$ cat config.mk
export PLATFORM = sky130hd
export DESIGN_NAME = beep_seq_ctrl
export DESIGN_NICKNAME = d
export VERILOG_FILES = /design/src/rtl/beep_seq_pkg.sv /design/src/rtl/beep_seq_rom.sv /design/src/rtl/beep_seq_ctrl.sv
export SDC_FILE = /design/constraint.sdc
export NUM_CORES = 1
export LEC_CHECK = 0
export CELL_PAD_IN_SITES_DETAIL_PLACEMENT = 1
export CELL_PAD_IN_SITES_GLOBAL_PLACEMENT = 2
export CORE_MARGIN = 5
export CORE_UTILIZATION = 29
export CTS_CLUSTER_SIZE = 40
export DETAILED_ROUTE_END_ITERATION = 8
export PLACE_DENSITY = 0.79
export SETUP_SLACK_MARGIN = 0.02
export SLEW_MARGIN = 20
export SYNTH_ARGS = -nofsm -noshare
export SYNTH_HDL_FRONTEND = slang
export SYNTH_SLANG_ARGS = --single-unit
$ cat constraint.sdc
create_clock -name sys_clk -period 2.2 [get_ports sys_clk]
set_clock_uncertainty 0.2 [all_clocks]
set_input_delay 0.44 -clock sys_clk [delete_from_list [all_inputs] [get_ports sys_clk]]
set_output_delay 0.44 -clock sys_clk [all_outputs]
set_load 0.05 [all_outputs]
$ cat src/rtl/beep_seq_pkg.sv
// Shared types and constants for the beep melody sequencer.
// The BEEP_SEQ_GAP_EN macro adds the GAP state used for silent inter-note gaps.
package beep_seq_pkg;

  localparam int PITCH_W     = 3;
  localparam int BEATS_W     = 3;
  localparam int ENTRY_W     = PITCH_W + BEATS_W;
  localparam int PERIOD_W    = 18;
  localparam int IDX_W       = 4;
  localparam int TABLE_DEPTH = 16;
  localparam int BEAT_CNT_W  = 25;
  localparam int GAP_CNT_W   = 20;

  typedef enum logic [2:0] {
    IDLE = 3'd0,
    LOAD = 3'd1,
    PLAY = 3'd2,
    DONE = 3'd3
`ifdef BEEP_SEQ_GAP_EN
    , GAP = 3'd4
`endif
  } beep_state_e;

  localparam logic [PITCH_W-1:0] PITCH_REST = 3'd0;
  localparam logic [PITCH_W-1:0] PITCH_DO   = 3'd1;
  localparam logic [PITCH_W-1:0] PITCH_RE   = 3'd2;
  localparam logic [PITCH_W-1:0] PITCH_MI   = 3'd3;
  localparam logic [PITCH_W-1:0] PITCH_FA   = 3'd4;
  localparam logic [PITCH_W-1:0] PITCH_SO   = 3'd5;
  localparam logic [PITCH_W-1:0] PITCH_LA   = 3'd6;
  localparam logic [PITCH_W-1:0] PITCH_XI   = 3'd7;

  localparam logic [BEATS_W-1:0] ONE_BEAT = 3'd1;

  // Entry i occupies bits [i*ENTRY_W +: ENTRY_W]; listed here from entry 15 down to entry 0.
  localparam logic [TABLE_DEPTH*ENTRY_W-1:0] DEFAULT_SONG = {
    {PITCH_REST, ONE_BEAT}, {PITCH_DO, ONE_BEAT}, {PITCH_RE, ONE_BEAT}, {PITCH_MI, ONE_BEAT},
    {PITCH_FA,   ONE_BEAT}, {PITCH_SO, ONE_BEAT}, {PITCH_LA, ONE_BEAT}, {PITCH_XI, ONE_BEAT},
    {PITCH_REST, ONE_BEAT}, {PITCH_XI, ONE_BEAT}, {PITCH_LA, ONE_BEAT}, {PITCH_SO, ONE_BEAT},
    {PITCH_FA,   ONE_BEAT}, {PITCH_MI, ONE_BEAT}, {PITCH_RE, ONE_BEAT}, {PITCH_DO, ONE_BEAT}
  };

  function automatic logic [PERIOD_W-1:0] pitch_period(input logic [PITCH_W-1:0] pitch);
    case (pitch)
      PITCH_DO: return 18'd190839;
      PITCH_RE: return 18'd170067;
      PITCH_MI: return 18'd151514;
      PITCH_FA: return 18'd143265;
      PITCH_SO: return 18'd127550;
      PITCH_LA: return 18'd113635;
      PITCH_XI: return 18'd101213;
      default:  return '0;
    endcase
  endfunction

endpackage

$ cat src/rtl/beep_seq_rom.sv
// Combinational 16-entry song table; each entry is {pitch, beats}.
module beep_seq_rom
  import beep_seq_pkg::*;
#(
  parameter logic [TABLE_DEPTH*ENTRY_W-1:0] SONG_TABLE = DEFAULT_SONG
) (
  input  logic [IDX_W-1:0]   idx,
  output logic [ENTRY_W-1:0] entry
);

  assign entry = SONG_TABLE[idx*ENTRY_W +: ENTRY_W];

endmodule

$ cat src/rtl/beep_seq_ctrl.sv
// Melody sequencer: walks the song table and drives the tone generator period/enable.
// Define BEEP_SEQ_GAP_EN to insert a silent gap of GAP_CNT_MAX+1 cycles after every note.
module beep_seq_ctrl
  import beep_seq_pkg::*;
#(
  parameter logic [BEAT_CNT_W-1:0]          BEAT_CNT_MAX = 25'd12_499_999,
  parameter logic [4:0]                     SONG_LEN     = 5'd16,
  parameter logic [TABLE_DEPTH*ENTRY_W-1:0] SONG_TABLE   = DEFAULT_SONG
`ifdef BEEP_SEQ_GAP_EN
  , parameter logic [GAP_CNT_W-1:0]         GAP_CNT_MAX  = 20'd999_999
`endif
) (
  input  logic                sys_clk,
  input  logic                sys_rst,
  input  logic                start,
  input  logic                stop,
  input  logic                loop_en,
  output logic [PERIOD_W-1:0] note_period,
  output logic                note_valid,
  output logic [IDX_W-1:0]    note_idx,
  output logic                busy,
  output logic                done,
  output beep_state_e         dbg_state
);

  beep_state_e             state, state_d;
  logic [IDX_W-1:0]        idx_d;
  logic [PERIOD_W-1:0]     period_d;
  logic                    valid_d;
  logic [BEAT_CNT_W-1:0]   beat_cnt, beat_cnt_d;
  logic [BEATS_W-1:0]      beat_left, beat_left_d;
  logic                    advance;
  logic [ENTRY_W-1:0]      entry;
  logic [PITCH_W-1:0]      entry_pitch;
  logic [BEATS_W-1:0]      entry_beats;
`ifdef BEEP_SEQ_GAP_EN
  logic [GAP_CNT_W-1:0]    gap_cnt, gap_cnt_d;
`endif

  beep_seq_rom #(.SONG_TABLE(SONG_TABLE)) u_rom (
    .idx   (note_idx),
    .entry (entry)
  );

  assign entry_pitch = entry[ENTRY_W-1:BEATS_W];
  assign entry_beats = entry[BEATS_W-1:0];
  assign dbg_state   = state;

  always_comb begin
    state_d     = state;
    idx_d       = note_idx;
    period_d    = note_period;
    valid_d     = note_valid;
    beat_cnt_d  = beat_cnt;
    beat_left_d = beat_left;
`ifdef BEEP_SEQ_GAP_EN
    gap_cnt_d   = gap_cnt;
`endif
    advance     = 1'b0;

    case (state)
      IDLE: begin
        if (start && !stop) begin
          state_d = LOAD;
          idx_d   = '0;
        end
      end
      LOAD: begin
        state_d     = PLAY;
        period_d    = pitch_period(entry_pitch);
        valid_d     = (entry_pitch != PITCH_REST);
        beat_left_d = (entry_beats == '0) ? 3'd1 : entry_beats;
        beat_cnt_d  = '0;
      end
      PLAY: begin
        if (beat_cnt == BEAT_CNT_MAX) begin
          beat_cnt_d  = '0;
          beat_left_d = beat_left - 3'd1;
          if (beat_left == 3'd1) begin
            valid_d = 1'b0;
`ifdef BEEP_SEQ_GAP_EN
            state_d   = GAP;
            gap_cnt_d = '0;
`else
            advance = 1'b1;
`endif
          end
        end else begin
          beat_cnt_d = beat_cnt + 25'd1;
        end
      end
`ifdef BEEP_SEQ_GAP_EN
      GAP: begin
        if (gap_cnt == GAP_CNT_MAX) advance = 1'b1;
        else gap_cnt_d = gap_cnt + 20'd1;
      end
`endif
      DONE: begin
        state_d = IDLE;
        idx_d   = '0;
      end
      default: state_d = IDLE;
    endcase

    // loop_en only matters when the last entry finishes.
    if (advance) begin
      if ({1'b0, note_idx} < SONG_LEN - 5'd1) begin
        idx_d   = note_idx + 4'd1;
        state_d = LOAD;
      end else if (loop_en) begin
        idx_d   = '0;
        state_d = LOAD;
      end else begin
        state_d = DONE;
      end
    end

    // stop overrides everything, including a note ending on the same cycle.
    if (stop && state != IDLE) begin
      state_d     = IDLE;
      idx_d       = '0;
      valid_d     = 1'b0;
      period_d    = '0;
      beat_cnt_d  = '0;
      beat_left_d = '0;
`ifdef BEEP_SEQ_GAP_EN
      gap_cnt_d   = '0;
`endif
    end
  end

  always_ff @(posedge sys_clk) begin
    if (sys_rst) begin
      state       <= IDLE;
      note_idx    <= '0;
      note_period <= '0;
      note_valid  <= 1'b0;
      beat_cnt    <= '0;
      beat_left   <= '0;
      busy        <= 1'b0;
      done        <= 1'b0;
`ifdef BEEP_SEQ_GAP_EN
      gap_cnt     <= '0;
`endif
    end else begin
      state       <= state_d;
      note_idx    <= idx_d;
      note_period <= period_d;
      note_valid  <= valid_d;
      beat_cnt    <= beat_cnt_d;
      beat_left   <= beat_left_d;
      busy        <= (state_d != IDLE);
      done        <= (state_d == DONE);
`ifdef BEEP_SEQ_GAP_EN
      gap_cnt     <= gap_cnt_d;
`endif
    end
  end

endmodule

==> results of run 1 <==
cells by family (layout without fill, tap and decap cells):
family | after synthesis | in the layout | synth area share [%]
AND/OR/NAND/NOR | 145 | 145 | 28.0
AO/OA/AOI/OAI | 78 | 78 | 18.1
flip-flops | 55 | 55 | 41.3
buffers and inverters | 23 | 90 | 3.56
XOR/XNOR | 15 | 15 | 4.92
adder cells (fa/ha/maj) | 7 | 7 | 3.28
multiplexers | 2 | 2 | 0.750
other | 1 | 1 | 0.141
through the flow:
step | total power, mW | hold WS (ps) | instances | util [%] | worst slack [ps]
3_5_place_dp | 1.14 | 248 | 490 | 36.8 | -19.5
3_3_place_gp | 1.13 | 240 | 490 | 36.8 | 52.9
6_report | 1.72 | 258 | 504 | 39.2 | -31.9
5_1_grt | 1.81 | 283 | 504 | 39.2 | -132
2_1_floorplan | 1.09 | 250 | 326 | - | -14.9
4_1_cts | 1.75 | 264 | 498 | 37.9 | 20.3
flip-flops by register name, indices dropped and copies added, names as in the netlist:
signal	flops
beat_cnt	25
note_period	17
note_idx	4
beat_left	3
dbg_state	3
busy	1
done	1
note_valid	1
how the worst max path moves through the flow:
stage / startpoint / to / slack (ps) / depth (start not counted)
3_5_place_dp: beat_cnt[0]$_SDFFE_PP0P_ / note_idx[3]$_SDFF_PP0_ / -20 / 6
6_report: beat_cnt[1]$_SDFFE_PP0P_ / beat_cnt[15]$_SDFFE_PP0P_ / -30 / 8
2_1_floorplan: beat_cnt[16]$_SDFFE_PP0P_ / note_idx[3]$_SDFF_PP0_ / -10 / 6
4_1_cts: beat_cnt[16]$_SDFFE_PP0P_ / note_idx[3]$_SDFF_PP0_ / 20 / 5
5_1_grt: beat_cnt[11]$_SDFFE_PP0P_ / beat_cnt[15]$_SDFFE_PP0P_ / -130 / 7
3_3_place_gp: beat_cnt[16]$_SDFFE_PP0P_ / note_idx[3]$_SDFF_PP0_ / 50 / 5
metal layers:
| metal | track usage, % | wire length [microns] |
|---|---|---|
| met1 | 19.5 | 3850 |
| met2 | 23.6 | 3890 |
| met3 | 2.43 | 197 |
| met4 | 3.24 | 56 |
| met5 | 0 | 0 |
worst max-delay path: cells and delay by family, from the launching register on:
| kind | cells | cell delay, ps |
|---|---|---|
| AND/OR/NAND/NOR | 3 | 530 |
| AO/OA/AOI/OAI | 2 | 380 |
| flip-flops | 1 | 370 |
| buffers and inverters | 2 | 440 |
| adder cells (fa/ha/maj) | 1 | 200 |
layout make-up:
type / count / area, sq um
clock inverter: 2 / 15.0
inverter: 7 / 26.3
timing repair buffer: 75 / 651
multi-input combinational: 248 / 1540
sequential: 55 / 1110
fill: 1082 / 5540
tap: 111 / 139
clock buffer: 6 / 82.6
cells in the mapped netlist, types with 5 or more instances:
| library cell | number | area [sq um] |
|---|---|---|
| inv_1 | 7 | 26.3 |
| nand4_1 | 9 | 56.3 |
| nand3_1 | 24 | 120 |
| and3_1 | 6 | 37.5 |
| nor3_1 | 10 | 50.1 |
| o21ai_0 | 13 | 65.1 |
| a21oi_1 | 25 | 125 |
| nand2_1 | 31 | 116 |
| xnor2_1 | 5 | 43.8 |
| ha_1 | 7 | 87.6 |
| xor2_1 | 10 | 87.6 |
| a31oi_1 | 13 | 81.3 |
| clkbuf_1 | 11 | 41.3 |
| dfxtp_1 | 55 | 1100 |
| nor2_1 | 36 | 135 |
| o211ai_1 | 6 | 45.0 |
power groups by stage:
stage / Sequential [mW] / Combinational, mW / Clock [mW]
floorplan: 1.05 / 0.0431 / 0
detailed placement: 1.03 / 0.108 / 0
global route: 1.01 / 0.121 / 0.688
CTS: 1.00 / 0.109 / 0.637
global placement: 1.03 / 0.107 / 0
finish: 1.00 / 0.112 / 0.609
repair_timing:
action / CTS / global route
resized for setup: 2 / 22
pin swaps: 1 / 10
buffers inserted: 0 / 5
gates cloned: 0 / 1
setup endpoints to repair: 5 / 28
==> flow_summary.toml, run 1 <==
[pwr]
intPower_mw = 1.30
power.density_mw_per_mm2 = 483
p_sw_mw = 0.426
cellLeakagePower_nw = 1.31
combPwrFrac_pct = 6.5
p_sw_share_pct = 24.7
ir_drop_uv = 280
pwr-share-clk_pct = 35.3
seqPwrFrac_pct = 58.2

[drt]
drt_wl_total_microns = 7990
vias = 2607
wl_per_cell_microns = 15.9
initialDrtViolationCount = 80
ant_nets = 0
first_pass_iters = 4
vias_per_cell = 5.17
drc = 0

[floorplanning]
die_h_microns = 106
die_area_sq_mm = 0.0112
start_util_pct = 29.3
io_pins = 33
core_area_sq_mm = 0.00911
rows = 35
chipWidth_microns = 106

[placed_design]
dpl.hpwl_microns = 5810
post_dp_cell_area_sq_mm = 0.00335
portBuffers = 32
gp_congestion = 0.771

[clocking]
insertion_delay_ps = 310
cts_num_sinks = 55
h-tree-depth = 2
cts_buffers = 5
clkTransAtPathRegs_ps = 110
clock-root-buffer = "clkbuf_8"
hold_buffers = 0
clockBufferDepth = 2
tritoncts = "done"

[worst_setup_path]
endpoint_kind = "flop"
cp-start-kind = "flop"
r2r-start = "beat_cnt[1]$_SDFFE_PP0P_"
reg2reg_setup_slack_ps = -30
r2r-end = "beat_cnt[15]$_SDFFE_PP0P_"
worstPathRequired_ps = 2210
worstPathMaxFanout = 7
cp_slowest_cell = "dfxtp_1"
crit_top_cell = "buf_4"
crit_path_cell_trace = "ha_2 > nand4_1 > nor4_4 > buf_4 > nand2_4 > o211ai_1 > buf_4 > o21ai_1"
arrival_ps = 2240
worst_path_largest_cell_delay_ps = 370
critical_path_class = "flop to flop"
reg2regPathDepth = 8

[logic_synthesis]
syn_area_per_cell_sq_um = 8.19
seq_area_frac_synth_pct = 41.3
syn_area_sq_mm = 0.00267
synth-edff-count = 0
syn_inst = 326
postSynth.asyncResetShare_pct = 0
synth_cell_types = 49
synth_ff_type = "dfxtp_1"
ys_seq_elements = 55
syn_nets = 338
yosys_warnings = 0

[global_routing]
grt_max_degree = 23
antenna_found_initial = 0
overflow = 0
grt_pass1_vias = 2704
grt_pass1_wl_microns = 13200
grt_use_total_pct = 14.3

[flow_run]
max_cap_viol_count = 0

[timing]
fin_crit_ps = 2230
fmax_mhz = 448
setup-violations-final = 1
fin_ws_ps = -31.9
fin_crit_sh_pct = 101
setup_tns_ps = -31.9
maxSlewHeadroom_pct = 66.2
finalMaxSlewViolations = 0
tightest_slew_ps = 506
hold_violations = 0
rsz0062_at_grt = "true"

[min_path]
min_to = "note_period[15]$_SDFFE_PP0P_"
hold_path_depth = 2
hold_class = "flop to flop"
hold_start = "note_period[15]$_SDFFE_PP0P_"

[cells_and_area]
final_cell_area_sq_mm = 0.00357
layout_common_cells = "48 x dfxtp_1, 48 x buf_4, 30 x nor2_1, 30 x nand2_1, 24 x a21oi_1"
drive_gt1_share_pct = 22.1
n_antenna_cell = 0
area_growth_pct = 33.8
final_net_count = 404

[run_status]
status = "finished with violations"
violations = "negative setup slack"
No activity file was read; power rests on OpenSTA's default activity.
==> run 2, diff against run 1 <==
HOLD_SLACK_MARGIN = 0.06   (was unset)
TNS_END_PERCENT = 20   (was unset)
==> run 2 against run 1 <==
  * The flow still finishes with violations (negative setup slack)
  * Count of clock-buffer cells in the layout did not move
  * Cell count fell by 0.20%
  * Cell area fell by 0.74%
  * Die area did not move
  * Global-route usage did not move
  * Register-to-register slack barely moved
  * Sequential power barely moved
  * Clock power barely moved
  * Critical path depth fell by 2
  * Wire length fell by 0.36%
  * Setup slack improved by 0.67 ps
==> flow_summary.toml, run 2 (synthesis gave the netlist of run 1 again) <==
[run_status]
status = "finished with violations"
violations = "negative setup slack"

[timing]
fin_crit_sh_pct = 101
fmax_mhz = 448
rsz0062_at_grt = "true"
finalMaxSlewViolations = 0
whs_ps = 258
tightest_slew_ps = 505
fin_ws_ps = -31.3
setup-violations-final = 3
hold_violations = 0
fin_crit_ps = 2230
maxSlewHeadroom_pct = 66.2

[cells_and_area]
fillerInstances = 1084
regArea_sq_mm = 0.00111
n_antenna_cell = 0
final_cells = 503
layout_common_cells = "48 x dfxtp_1, 46 x buf_4, 32 x nor2_1, 30 x nand2_1, 24 x a21oi_1"
reg_top3 = "beat_cnt: 25 flops, note_period: 17 flops, note_idx: 4 flops"
largest_reg_flops = 25
final_cell_area_sq_mm = 0.00355
final_net_count = 403
mostFrequentLayoutCell = "dfxtp_1"
drive_gt1_share_pct = 21.2
area_growth_pct = 32.9
final_util_pct = 38.9
regMostFlops = "beat_cnt"
multiInputGateArea_sq_mm = 0.00153

[worst_setup_path]
worst_path_largest_cell_delay_ps = 540
cpLargestDelayFamily = "simple AND/OR/NAND/NOR gates"
cp-start-kind = "flop"
worstPathBufferInverterCount = 1
reg2regPathDepth = 6
cp_slowest_cell = "or4_4"
critical_path_class = "flop to flop"
worstPathRequired_ps = 2240
crit_path_cell_trace = "or4_4 > nor4_4 > buf_4 > nand3_2 > or4_1 > o211ai_2"
reg2reg_setup_slack_ps = -30
r2r-end = "note_idx[3]$_SDFF_PP0_"
critPathLaunch = "beat_cnt[16]$_SDFFE_PP0P_"
path_depth = 6
arrival_ps = 2280
cp-endpoint = "note_idx[3]$_SDFF_PP0_"
r2r-start = "beat_cnt[16]$_SDFFE_PP0P_"
endpoint_kind = "flop"
worstPathMaxFanout = 6

[clocking]
h-tree-depth = 2
cts_num_sinks = 55
insertion_delay_ps = 310
clockBufferDepth = 2
clock-root-buffer = "clkbuf_8"
clkTransAtPathRegs_ps = 110
hold_buffers = 0
tritoncts = "done"
cts_buffers = 5

[pwr]
power.density_mw_per_mm2 = 486
ir_drop_uv = 283
p_total_mw = 1.72
combPwrFrac_pct = 6.4
intPower_mw = 1.30
p_sw_share_pct = 24.7
pwr-share-clk_pct = 35.4
cellLeakagePower_nw = 1.30
p_sw_mw = 0.427
seqPwrFrac_pct = 58.2

[global_routing]
grt_pass1_wl_microns = 13200
antenna_found_initial = 0
grt_max_degree = 23
grt_pass1_vias = 2704
grt_use_total_pct = 14.3
overflow = 0

[drt]
ant_nets = 0
initialDrtViolationCount = 77
drc = 0
drt_wl_total_microns = 7960
vias_per_cell = 5.18
vias = 2608
first_pass_iters = 4
wl_per_cell_microns = 15.8

[floorplanning]
core_area_sq_mm = 0.00911
start_util_pct = 29.3
die_h_microns = 106
rows = 35
chipWidth_microns = 106
io_pins = 33
die_area_sq_mm = 0.0112

[placed_design]
gp_congestion = 0.771
portBuffers = 32
dpl.hpwl_microns = 5810
placed_cells = 490
post_dp_cell_area_sq_mm = 0.00335

[flow_run]
max_cap_viol_count = 0

[min_path]
hold_path_depth = 2
hold_class = "flop to flop"
hold_start = "note_period[15]$_SDFFE_PP0P_"
## run 2: worst min-delay path by stage
| stage | endpoint | slack [ps] |
|---|---|---|
| floorplan | beat_cnt[24]$_SDFFE_PP0P_ | 250 |
| global placement | note_period[14]$_SDFFE_PP0P_ | 240 |
| detailed placement | note_period[15]$_SDFFE_PP0P_ | 250 |
| CTS | note_period[15]$_SDFFE_PP0P_ | 260 |
| global route | note_period[15]$_SDFFE_PP0P_ | 280 |
| finish | note_period[15]$_SDFFE_PP0P_ | 260 |
## run 2: through the flow
step	setup TNS (ps)	worst slack (ps)
after detailed placement	-33.5	-19.5
after floorplan	-26.2	-14.9
final	-63.3	-31.3
after global placement	0	52.9
after global routing	-823	-115
after CTS	0	20.3
## run 2: cell type report
class / count / share of cell area [%]
Tap cell: 111 / 3.92
Multi-Input combinational cell: 248 / 43.1
Clock buffer: 6 / 2.33
Clock inverter: 2 / 0.423
Inverter: 7 / 0.741
Sequential cell: 55 / 31.4
Timing Repair Buffer: 74 / 18.1
## run 2: layer usage
metal  global-route usage (%)  share of wire [%]
met5                        0                  0
met4                     3.24               0.58
met3                     2.43                2.0
met2                     23.6                 48
met1                     19.5                 49
## run 2: what timing repair did
item / in CTS / in global routing
resized for setup: 2 / 17
gates cloned: 0 / 1
pin swaps: 1 / 5
hold endpoints to repair: 0 / 0
buffers inserted: 0 / 4
endpoints found under the setup margin: 5 / 28
## run 2: worst reg2reg max path, cell delays in order, from the launching register on
cell and delay, ps:
dfxtp_2 340, or4_4 540, nor4_4 180, buf_4 160, nand3_2 140, or4_1 530, o211ai_2 80
## run 2: power by group through the flow
stage / clock network [mW] / logic (mW) / registers [mW]
after global routing: 0.688 / 0.119 / 1.01
after global placement: 0 / 0.107 / 1.03
after CTS: 0.637 / 0.109 / 1.00
after detailed placement: 0 / 0.108 / 1.03
final: 0.610 / 0.110 / 1.00
after floorplan: 0 / 0.0431 / 1.05
==> run 3, diff against run 2 <==
CTS_BUF_LIST = sky130_fd_sc_hd__clkbuf_16   (was unset)
SETUP_SLACK_MARGIN = 0.05   (was 0.02)
==> run 3 against run 2 <==
  * Flip-flop and latch count did not move
  * Count of clock-buffer cells in the layout is 1 lower
  * Clock power is 46% higher
  * Sequential power is essentially flat
  * Register-to-register slack better by 60 ps
  * Wire length fell by 2.5%
  * The run now ends clean
  * Critical path type unchanged
  * Cell area is 2.5% higher
  * Setup slack better by 60 ps
  * Total power up 16%
  * Die area is the same
  * Largest power group unchanged
  * Combinational power is 6% higher
==> flow_summary.toml, run 3 (synthesis gave the netlist of run 1 again) <==
[pwr]
ir_drop_uv = 334
p_total_mw = 2.01
cellLeakagePower_nw = 1.29
power.density_mw_per_mm2 = 552

[cells_and_area]
area_growth_pct = 36.1
largest_reg_flops = 25
n_antenna_cell = 0
mostFrequentLayoutCell = "dfxtp_1"
layout_common_cells = "47 x dfxtp_1, 43 x buf_4, 36 x nor2_1, 30 x nand2_1, 25 x clkdlybuf4s50_1"
drive_gt1_share_pct = 21.3
reg_top3 = "beat_cnt: 25 flops, note_period: 17 flops, note_idx: 4 flops"
final_net_count = 401
regMostFlops = "beat_cnt"

[global_routing]
antenna_found_initial = 0
overflow = 0
grt_max_degree = 23
grt_use_total_pct = 14.4
grt_pass1_vias = 2635
grt_pass1_wl_microns = 13200

[worst_setup_path]
endpoint_kind = "flop"
arrival_ps = 2160
reg2regPathDepth = 7
cp-start-kind = "flop"
reg2reg_setup_slack_ps = 30
r2r-start = "beat_cnt[16]$_SDFFE_PP0P_"
r2r-end = "beat_cnt[15]$_SDFFE_PP0P_"
worstPathRequired_ps = 2190
critical_path_class = "flop to flop"
worstPathMaxFanout = 13

[drt]
vias = 2579
drt_wl_total_microns = 7760
vias_per_cell = 5.16
initialDrtViolationCount = 73
first_pass_iters = 4
ant_nets = 0
drc = 0
wl_per_cell_microns = 15.5

[timing]
fin_crit_ps = 2170
fmax_mhz = 461
tightest_slew_ps = 521
maxSlewHeadroom_pct = 65.0
whs_ps = 254
rsz0062_at_grt = "true"
setup-violations-final = 0
finalMaxSlewViolations = 0
hold_violations = 0
fin_crit_sh_pct = 98.7

[run_status]
status = "finished, final reports clean"

[flow_run]
max_cap_viol_count = 0

[clocking]
h-tree-depth = 2
tritoncts = "done"
clock-root-buffer = "clkbuf_16"
hold_buffers = 0
insertion_delay_ps = 290
clockBufferDepth = 2
cts_num_sinks = 55
clkTransAtPathRegs_ps = 70
cts_buffers = 5

[min_path]
min_to = "note_period[15]$_SDFFE_PP0P_"
hold_class = "flop to flop"
hold_path_depth = 2
hold_start = "note_period[15]$_SDFFE_PP0P_"

[placed_design]
dpl.hpwl_microns = 5690
gp_congestion = 0.759
portBuffers = 32

[floorplanning]
die_h_microns = 106
rows = 35
core_area_sq_mm = 0.00911
die_area_sq_mm = 0.0112
start_util_pct = 29.3
io_pins = 33
chipWidth_microns = 106
-- run 3: cell types whose count changed in the layout (fill, tap and decap cells not counted), moves of 3 or more --
cell	change
buf_4	-3
clkbuf_16	+5
clkbuf_8	-6
clkdlybuf4s50_1	+3
dlymetal6s2s_1	-3
nor2_1	+4
nor2_2	-3
-- run 3: per-layer routing --
metal	track usage, %	part of all wire [%]
met4	3.61	0.75
met3	2.98	2.4
met1	19.1	49
met2	24.0	48
met5	0	0
-- run 3: metrics by stage --
stage          setup WS (ps)  utilization (%)  instance area (sq um)  TNS (ps)  std cells
3_3_place_gp           -14.9             37.0                   3370     -18.5        491
5_1_grt                -66.0             39.9                   3630      -844        500
3_5_place_dp           -73.3             37.0                   3370      -223        491
2_1_floorplan          -14.9                -                   2710     -26.2        326
6_report                28.9             39.9                   3630         0        500
4_1_cts                 3.06             39.0                   3550         0        499
-- run 3: timing repair --
action,CTS,global route
pin swaps,3,5
gates resized for setup,4,17
cloned,0,0
setup buffers,1,1
endpoints found under the setup margin,13,33
-- run 3: area by class of cell --
class                   instances  area [sq um]
flip-flops and latches         55          1120
well taps                     111           139
multi-input cells             248          1560
fillers                      1082          5480
clock inverters                 2          33.8
repair buffers                 72           637
clock buffers                   5           125
inverters                       7          26.3
-- run 3: worst max path at each step --
stage                                   start                        end  cells after the start
finish              beat_cnt[16]$_SDFFE_PP0P_  beat_cnt[15]$_SDFFE_PP0P_                      7
global route        beat_cnt[16]$_SDFFE_PP0P_            done$_SDFF_PP0_                      6
CTS                 beat_cnt[16]$_SDFFE_PP0P_     note_idx[3]$_SDFF_PP0_                      5
detailed placement   beat_cnt[0]$_SDFFE_PP0P_     note_idx[3]$_SDFF_PP0_                      6
global placement    beat_cnt[16]$_SDFFE_PP0P_     note_idx[3]$_SDFF_PP0_                      5
floorplan           beat_cnt[16]$_SDFFE_PP0P_     note_idx[3]$_SDFF_PP0_                      6
-- run 3: worst max-delay path, cell delays in order (launching register included) --
cell and delay, ps:
dfxtp_2 320, or4_4 540, nor4_4 270, buf_4 220, nand2_4 60, o211ai_1 190, buf_6 190, o21ai_1 70
-- run 3: power breakdown --
group	total, mW	leakage (nW)	switching, mW	internal [mW]
Sequential	1.00	0.448	0.00314	0.999
Clock	0.888	0.0811	0.360	0.528
Combinational	0.117	0.756	0.0731	0.0443
Total	2.01	1.29	0.436	1.57
